**config.mk**
```make
export PLATFORM = sky130hd
export DESIGN_NAME = uart_bus_bridge
export DESIGN_NICKNAME = d
export VERILOG_FILES = /design/src/rtl/uart_bus_bridge_pkg.sv /design/src/rtl/uart_bus_bridge.sv
export SDC_FILE = /design/constraint.sdc
export NUM_CORES = 1
export LEC_CHECK = 0
export BUFFER_PORTS_ARGS = -buffer_cell sky130_fd_sc_hd__buf_2
export CORE_UTILIZATION = 45
export CTS_CLUSTER_DIAMETER = 50
export CTS_CLUSTER_SIZE = 8
export DETAILED_ROUTE_END_ITERATION = 8
export PLACE_DENSITY = 0.66
export SETUP_SLACK_MARGIN = 0.02
export SYNTH_ARGS = -nofsm -noshare
export SYNTH_HDL_FRONTEND = slang
export SYNTH_SLANG_ARGS = --single-unit
export TNS_END_PERCENT = 1
```
**constraint.sdc**
```tcl
create_clock -name clk -period 4.3 [get_ports clk]
set_input_delay 0.43 -clock clk [delete_from_list [all_inputs] [get_ports clk]]
set_output_delay 0.43 -clock clk [all_outputs]
set_load 0.03 [all_outputs]
```
**src/rtl/uart_bus_bridge_pkg.sv**
```systemverilog
// Shared constants, widths and FSM encoding for the UART-to-bus command bridge.
package uart_bus_bridge_pkg;

    localparam int unsigned BYTE_W = 8;
    localparam int unsigned WORD_W = 32;
    localparam int unsigned BCNT_W = 2;
    localparam int unsigned REM_W  = 3;
    localparam int unsigned LAT_W  = 4;

    localparam logic [BYTE_W-1:0] CMD_WRITE = 8'h57;
    localparam logic [BYTE_W-1:0] CMD_READ  = 8'h52;
    localparam logic [BYTE_W-1:0] RSP_ACK   = 8'h06;
    localparam logic [BYTE_W-1:0] RSP_NAK   = 8'h15;

    localparam logic [REM_W-1:0] REM_ONE  = 3'd1;
    localparam logic [REM_W-1:0] REM_WORD = 3'd4;

    typedef enum logic [2:0] {
        IDLE,
        ADDR,
        DATA,
        WRITE,
        READ,
        RDWAIT,
        TX_LOAD,
        TX_WAIT
    } state_t;

endpackage

```
**src/rtl/uart_bus_bridge.sv**
```systemverilog
// UART-to-bus command bridge: decodes 'W'/'R' frames into single-word bus accesses.
// Optional inter-byte frame timeout enabled by defining UART_BUS_BRIDGE_TIMEOUT_EN.
module uart_bus_bridge
    import uart_bus_bridge_pkg::*;
#(
    parameter int unsigned READ_LATENCY   = 1,
    parameter int unsigned TIMEOUT_CYCLES = 100000
) (
    input  logic              clk,
    input  logic              rst,
    input  logic [BYTE_W-1:0] rx_data,
    input  logic              rx_done,
    output logic [BYTE_W-1:0] tx_data,
    output logic              tx_start,
    input  logic              tx_done,
    output logic [WORD_W-1:0] address,
    output logic [WORD_W-1:0] WD,
    output logic              mem_write,
    output logic              mem_read,
    input  logic [WORD_W-1:0] RD,
    output logic              busy
);

    if ((READ_LATENCY < 1) || (READ_LATENCY > 15) || (TIMEOUT_CYCLES < 1)) begin : g_bad_param
        $error("uart_bus_bridge: READ_LATENCY must be 1..15 and TIMEOUT_CYCLES nonzero");
    end

    localparam logic [LAT_W-1:0] LAT_LAST = LAT_W'(READ_LATENCY - 1);

    state_t              state, state_d;
    logic [BCNT_W-1:0]   byte_cnt, byte_cnt_d;
    logic                is_write, is_write_d;
    logic [WORD_W-1:0]   resp, resp_d;
    logic [REM_W-1:0]    rem, rem_d;
    logic [LAT_W-1:0]    lat_cnt, lat_cnt_d;
    logic [WORD_W-1:0]   address_d, wd_d;
    logic [BYTE_W-1:0]   tx_data_d;
    logic                tx_start_d, mem_write_d, mem_read_d, busy_d;

`ifdef UART_BUS_BRIDGE_TIMEOUT_EN
    localparam int unsigned TO_W = $clog2(TIMEOUT_CYCLES + 1);
    logic [TO_W-1:0] to_cnt, to_cnt_d;
`endif

    // State and all registered outputs
    always_ff @(posedge clk or posedge rst) begin
        if (rst) begin
            state     <= IDLE;
            byte_cnt  <= '0;
            is_write  <= 1'b0;
            resp      <= '0;
            rem       <= '0;
            lat_cnt   <= '0;
            address   <= '0;
            WD        <= '0;
            tx_data   <= '0;
            tx_start  <= 1'b0;
            mem_write <= 1'b0;
            mem_read  <= 1'b0;
            busy      <= 1'b0;
        end else begin
            state     <= state_d;
            byte_cnt  <= byte_cnt_d;
            is_write  <= is_write_d;
            resp      <= resp_d;
            rem       <= rem_d;
            lat_cnt   <= lat_cnt_d;
            address   <= address_d;
            WD        <= wd_d;
            tx_data   <= tx_data_d;
            tx_start  <= tx_start_d;
            mem_write <= mem_write_d;
            mem_read  <= mem_read_d;
            busy      <= busy_d;
        end
    end

`ifdef UART_BUS_BRIDGE_TIMEOUT_EN
    always_ff @(posedge clk or posedge rst) begin
        if (rst) begin
            to_cnt <= '0;
        end else begin
            to_cnt <= to_cnt_d;
        end
    end
`endif

    // Next-state logic; strobes are registered from the next state so they align with it
    always_comb begin
        state_d    = state;
        byte_cnt_d = byte_cnt;
        is_write_d = is_write;
        resp_d     = resp;
        rem_d      = rem;
        lat_cnt_d  = lat_cnt;
        address_d  = address;
        wd_d       = WD;
        tx_data_d  = tx_data;
`ifdef UART_BUS_BRIDGE_TIMEOUT_EN
        to_cnt_d   = '0;
`endif

        case (state)
            IDLE: begin
                if (rx_done) begin
                    byte_cnt_d = '0;
                    if (rx_data == CMD_WRITE) begin
                        is_write_d = 1'b1;
                        state_d    = ADDR;
                    end else if (rx_data == CMD_READ) begin
                        is_write_d = 1'b0;
                        state_d    = ADDR;
                    end else begin
                        resp_d  = WORD_W'(RSP_NAK);
                        rem_d   = REM_ONE;
                        state_d = TX_LOAD;
                    end
                end
            end
            ADDR: begin
                if (rx_done) begin
                    address_d  = {rx_data, address[WORD_W-1:BYTE_W]};
                    byte_cnt_d = byte_cnt + BCNT_W'(1);
                    if (byte_cnt == '1) begin
                        state_d = is_write ? DATA : READ;
                    end
                end
            end
            DATA: begin
                if (rx_done) begin
                    wd_d       = {rx_data, WD[WORD_W-1:BYTE_W]};
                    byte_cnt_d = byte_cnt + BCNT_W'(1);
                    if (byte_cnt == '1) begin
                        state_d = WRITE;
                    end
                end
            end
            WRITE: begin
                resp_d  = WORD_W'(RSP_ACK);
                rem_d   = REM_ONE;
                state_d = TX_LOAD;
            end
            READ: begin
                lat_cnt_d = '0;
                state_d   = RDWAIT;
            end
            RDWAIT: begin
                if (lat_cnt == LAT_LAST) begin
                    resp_d    = RD;
                    rem_d     = REM_WORD;
                    lat_cnt_d = '0;
                    state_d   = TX_LOAD;
                end else begin
                    lat_cnt_d = lat_cnt + LAT_W'(1);
                end
            end
            TX_LOAD: begin
                state_d = TX_WAIT;
            end
            TX_WAIT: begin
                if (tx_done) begin
                    rem_d = rem - REM_W'(1);
                    if (rem_d != '0) begin
                        resp_d  = resp >> BYTE_W;
                        state_d = TX_LOAD;
                    end else begin
                        state_d = IDLE;
                    end
                end
            end
            default: begin
                state_d = IDLE;
            end
        endcase

`ifdef UART_BUS_BRIDGE_TIMEOUT_EN
        // Silent abort when the host stalls mid-frame; any received byte restarts the count
        if (((state == ADDR) || (state == DATA)) && !rx_done) begin
            if (to_cnt == TO_W'(TIMEOUT_CYCLES)) begin
                state_d = IDLE;
            end else begin
                to_cnt_d = to_cnt + TO_W'(1);
            end
        end
`endif

        tx_start_d  = (state_d == TX_LOAD);
        mem_write_d = (state_d == WRITE);
        mem_read_d  = (state_d == READ);
        busy_d      = (state_d != IDLE);
        if (state_d == TX_LOAD) begin
            tx_data_d = resp_d[BYTE_W-1:0];
        end
    end

endmodule

```
======== Yosys cells after proc, flatten, opt, wreduce, memory -nomap -nowiden ========
Cells that the tools add are included.
W data, S select, Z words.
word-level totals
  register bits after elaboration ......... 121
  latch bits .............................. 0
  bits in writable memories ............... 0
  memory bits (read-only) ................. 0
  bits of input ports ..................... 44
  output and inout bits ................... 76
  word-level logic and storage cells ...... 84
  memories ................................ 0
cells by class
  add/subtract/negate cells ............... 3
  $mul .................................... 0
  divide/modulo/power cells ............... 0
  magnitude comparators ................... 0
  equal/unequal tests ..................... 20
  shift operators ......................... 0
  muxes and demuxes ....................... 32
  bitwise operators ....................... 0
  reduce and logical (&&, ||, !) cells .... 15
operators with widths
  kind                   count
  $mux W32               6
  $pmux W32 S4           1
  $mux W3                16
  $pmux W3 S8            1
  $eq A3 B3 Y1 const B   6
  $eq A8 B7 Y1 const B   2
  $ne A2 B2 Y1 const B   6
  $pmux W3 S4            1
  $eq A3 B2 Y1 const B   3
  $pmux W4 S2            1
  $reduce_and A7 Y1      1
  $reduce_and A3 Y1      2
  $reduce_and A6 Y1      1
  $reduce_bool A2 Y1     3
  $reduce_bool A3 Y1     2
  $add A4 B1 Y4 const B  1
  $logic_not A4 Y1       1
  $mux W2                2
  $mux W4                1
  $pmux W2 S2            1
  $reduce_and A2 Y1      2
  $reduce_bool A4 Y1     1
  $eq A3 B1 Y1 const B   1
  $logic_not A3 Y1       1
  6 further kinds        7

======== Longest topological paths before layout ========
  depth after elaboration ................. 6
  depth in mapped cells ................... 8
  mapped depth without buffers ............ 7

======== Worst setup path after synthesis ========
No wires, ideal clock.
  kind .................................... reg2reg
  start ................................... reg lat_cnt[0]
  end ..................................... reg resp[10]
  library setup time ...................... 127 ps
  arrival time ............................ 1,884 ps
  data required time ...................... 4,173 ps
  slack ................................... 2,289 ps
  stages on the path, launching flop included .. 9
  buffers on the path ..................... 1
  clock period less this slack ............ 2,011 ps
  cell sequence ........................... dfrtp_1 -> inv_1 -> ha_1 -> or3b_4 -> o311ai_4 -> o22ai_4 -> buf_6 -> a222oi_1 -> inv_1
on the way
  word-level cells in the longest chain between the ends .. 3
ends and longest elaborated chain
  what                                RTL line                RTL
  start, declared                     uart_bus_bridge.sv:35   logic [LAT_W-1:0] lat_cnt, lat_cnt_d;
  start signal, assigned              uart_bus_bridge.sv:67   lat_cnt <= lat_cnt_d;
  $logic_not A4 Y1                    uart_bus_bridge.sv:148  if (lat_cnt == LAT_LAST) begin
  $ne A2 B2 Y1 (no source line)       -
  $reduce_and A7 Y1 (no source line)  -
  end signal, assigned                uart_bus_bridge.sv:65   resp <= resp_d;
  end, declared                       uart_bus_bridge.sv:33   logic [WORD_W-1:0] resp, resp_d;
No other way between the ends.
A chain may end at the register's enable or synchronous reset.

======== Worst setup path after layout ========
  start ................................... reg state[0]
  end ..................................... reg tx_data[2]
on the way
  word-level cells in the longest chain between the ends .. 4
  elaborated cells between the ends (all ways) .. 18
  those cells by class .................... eq/ne (8); mux (9); reduce/logical (1)
ends and longest elaborated chain
  what                        RTL line                                        RTL
  start, declared             uart_bus_bridge.sv:30                           state_t state, state_d;
  start signal, assigned      uart_bus_bridge.sv:62                           state <= state_d;
  $mux W3 (on tied branches)  uart_bus_bridge.sv:133, uart_bus_bridge.sv:124
  $mux W3 (on tied branches)  uart_bus_bridge.sv:130, uart_bus_bridge.sv:121
  $pmux W3 S8                 uart_bus_bridge.sv:103                          case (state)
  $eq A3 B3 Y1                uart_bus_bridge.sv:191                          if (state_d == TX_LOAD) begin
  end signal, assigned        uart_bus_bridge.sv:70                           tx_data <= tx_data_d;
  end, declared               uart_bus_bridge.sv:13                           output logic [BYTE_W-1:0] tx_data,
Several ways; a longest one is shown, not always the timed one.

==> results.cfg <==
[synthesis]
ys.warnings.count = 0
syn_nets = 422
syn_avg_cell_area_um2 = 12.9
yosys.cell_types.count = 49
synth_area_um2 = 4820
synth_top_cell_by_area = dfrtp_1
synth_seq_cells = 114
syn-instance-count = 373
synth_area_leaders = dfrtp_1, mux2_2, a222oi_1
synthFlopType = dfrtp_1
synth_seq_area_share = 0.591
synth-edff-count = 0
synth_top_area_frac = 0.591
synthArstFlopShare = 1.00

[routing]
ant_nets = 0
via_per_inst = 5.29
wl_met2_um = 4700
top_layer_used = met4
vias = 3408
first_pass_iters = 6
drtIter0Drc = 241
wl_met3_um = 520
routed_wl_um = 10000
drc = 0
avgRoutedWirePerCell_um = 15.6
wl_met1_um = 4720

[sta]
tightest_slew_ns = 1.19
skew_ns = 0.0113
setup_ws_ns = 1.56
timing.final.crit_share = 0.638
holdWs_ns = 0.123
setup_viol = 0
timing.fmax_mhz = 364
rsz0062_at_grt = false
drv_slew = 0
final_hold_viol_count = 0
final.setup.tns_ns = 0
slew_headroom = 0.201
period_needed_ns = 2.74

[clock_network]
clock_latency_ns = 0.51
cts-root-buf = clkbuf_8
cts_tree = yes
post-cts-setup-buffers = 0
cts_buffers = 17
clkSinkCount = 114
hold_buffers = 0
h-tree-depth = 4
max-clock-path-buffers = 2
cts_resized = 0
clk_pin_slew_worst_paths_ns = 0.06

[worst_setup_path]
r2r-end = tx_data[2]
worst-setup-path-type = reg2reg
crit_fanout = 33
end_kind = register
required_ns = 4.72
r2r_cells = 5
r2r_slack_ns = 1.56
cp.arrival_ns = 3.16
r2r_start = state[0]
crit_path_start_kind = register

[global_routing]
grt_first_pass_wirelength_um = 16700
grt_antenna_before_repair = 0
overflow = 0
grt_pass1_vias = 3344
grt_usage = 0.194
grt_max_degree = 92

[outcome]
status = complete, no violations

[hold_path]
min_to = resp[16]
hold_path_depth = 3
hp-class = in2reg
hold_start = RD[16]

[cells_and_area]
final_cells = 644
nets = 544
final_core_util = 0.592
final_cell_area_um2 = 6140
syn2layout_area_growth_pct = 27.3
n_antenna_cell = 0
drive_gt1_frac = 0.453

[placed_design]
dpl-instance-area_um2 = 5540
dpl.hpwl_um = 6710
place_ws_ns = 1.60
place_congestion = 0.829
port_buffers = 119
dp.cells = 612

[floorplanning]
die_height_um = 106
ios = 120
start_util = 0.465
core_um2 = 10400
die-area_um2 = 11100
fp.dieW_um = 106
row_count = 37

[pwr]
leakage_nw = 3.23
ir_drop_uv = 410
power.total_mw = 4.97
p_per_area_nw_per_um2 = 810

[run]
maxCapViolCount = 0
## registers in the layout (all words and copies together), names as in the netlist
signal / cells
WD: 32
address: 32
busy: 1
byte_cnt: 2
is_write: 1
lat_cnt: 4
mem_read: 1
mem_write: 1
rem: 3
resp: 25
state: 3
tx_data: 8
tx_start: 1
## worst max-delay path, cell delays in order (launching register included)
cell,delay [ns]
dfrtp_1,0.80
nand2_1,0.35
nor3_4,0.99
a221o_1,0.31
a211oi_1,0.06
o21ai_0,0.16
## cell usage after synthesis (all sizes together), types with 7 or more instances
master,instances
dfrtp,114
inv,28
o21ai,12
a22o,8
nand2,25
nor2,8
mux2,65
a222oi,16
a21oi,7
nand3,7
buf,16
## report_power, final
| group | leakage (nW) | switching (mW) | internal, mW | total [mW] |
|---|---|---|---|---|
| registers | 1.48 | 0.309 | 1.46 | 1.76 |
| clock network | 0.292 | 0.510 | 0.886 | 1.40 |
| logic | 1.46 | 1.13 | 0.682 | 1.81 |
## layer usage
| metal | vias up | GRT usage |
|---|---|---|
| met1 | 1687 | 0.270 |
| met3 | 8 | 0.0544 |
| met2 | 108 | 0.296 |
| met5 | - | 0 |
| met4 | 0 | 0.0595 |
| li1 | 1605 | - |
## kinds of logic after synthesis
group                      after synthesis  synth area share
AOI/OAI and AO/OA                       70             0.119
xor gates and xnor gates                 3           0.00545
adders and majority gates                5            0.0130
buffers and inverters                   48            0.0423
DFF                                    114             0.591
muxes                                   68             0.158
and+or+nand+nor                         65            0.0706
## area by class of cell
class / instances / area [um^2]
inverter: 28 / 108
sequential: 114 / 2850
clock inverter: 15 / 183
timing repair buffer: 123 / 626
multi-input combinational: 211 / 1790
clock buffer: 17 / 414
fill: 890 / 4230
tap: 136 / 170
## cell usage in the layout, fill, tap and decap left out, types with 2 or more instances in the layout
master,netlist,routed
buf_2,13,119
dfrtp_1,114,114
mux2_2,65,65
inv_1,28,27
nand2_1,25,25
a222oi_1,16,16
clkbuf_16,0,16
o21ai_0,12,12
a22o_1,8,8
nor2_1,8,8
nand3_1,7,7
a21oi_1,7,7
a22oi_1,6,6
clkinv_4,0,6
ha_1,5,5
buf_4,0,4
nor3_4,0,3
nor3_1,3,3
mux2i_1,3,3
clkinv_2,0,3
bufinv_16,0,3
or3_1,2,2
nor2b_1,2,2
a31oi_1,2,2
or2_2,2,2
nand2b_1,2,2
xor2_1,2,2
and3_1,2,2
nand4_1,2,2
o21a_1,2,2
a221o_1,2,2
a21o_1,2,2
and2_1,2,2
a2bb2oi_1,2,2
inv_6,0,2
## worst max-delay path by stage
stage | start | to | slack [ns] | cells after the start
detailed placement | state[0] | tx_data[2] | 1.60 | 5
floorplan | rst | WD[0] | 0.85 | 1
finish | state[0] | tx_data[2] | 1.56 | 5
global placement | state[0] | tx_data[2] | 1.72 | 5
global route | state[0] | tx_data[2] | 1.31 | 5
CTS | state[0] | tx_data[2] | 1.58 | 5
No activity file was read; power rests on OpenSTA's default activity.
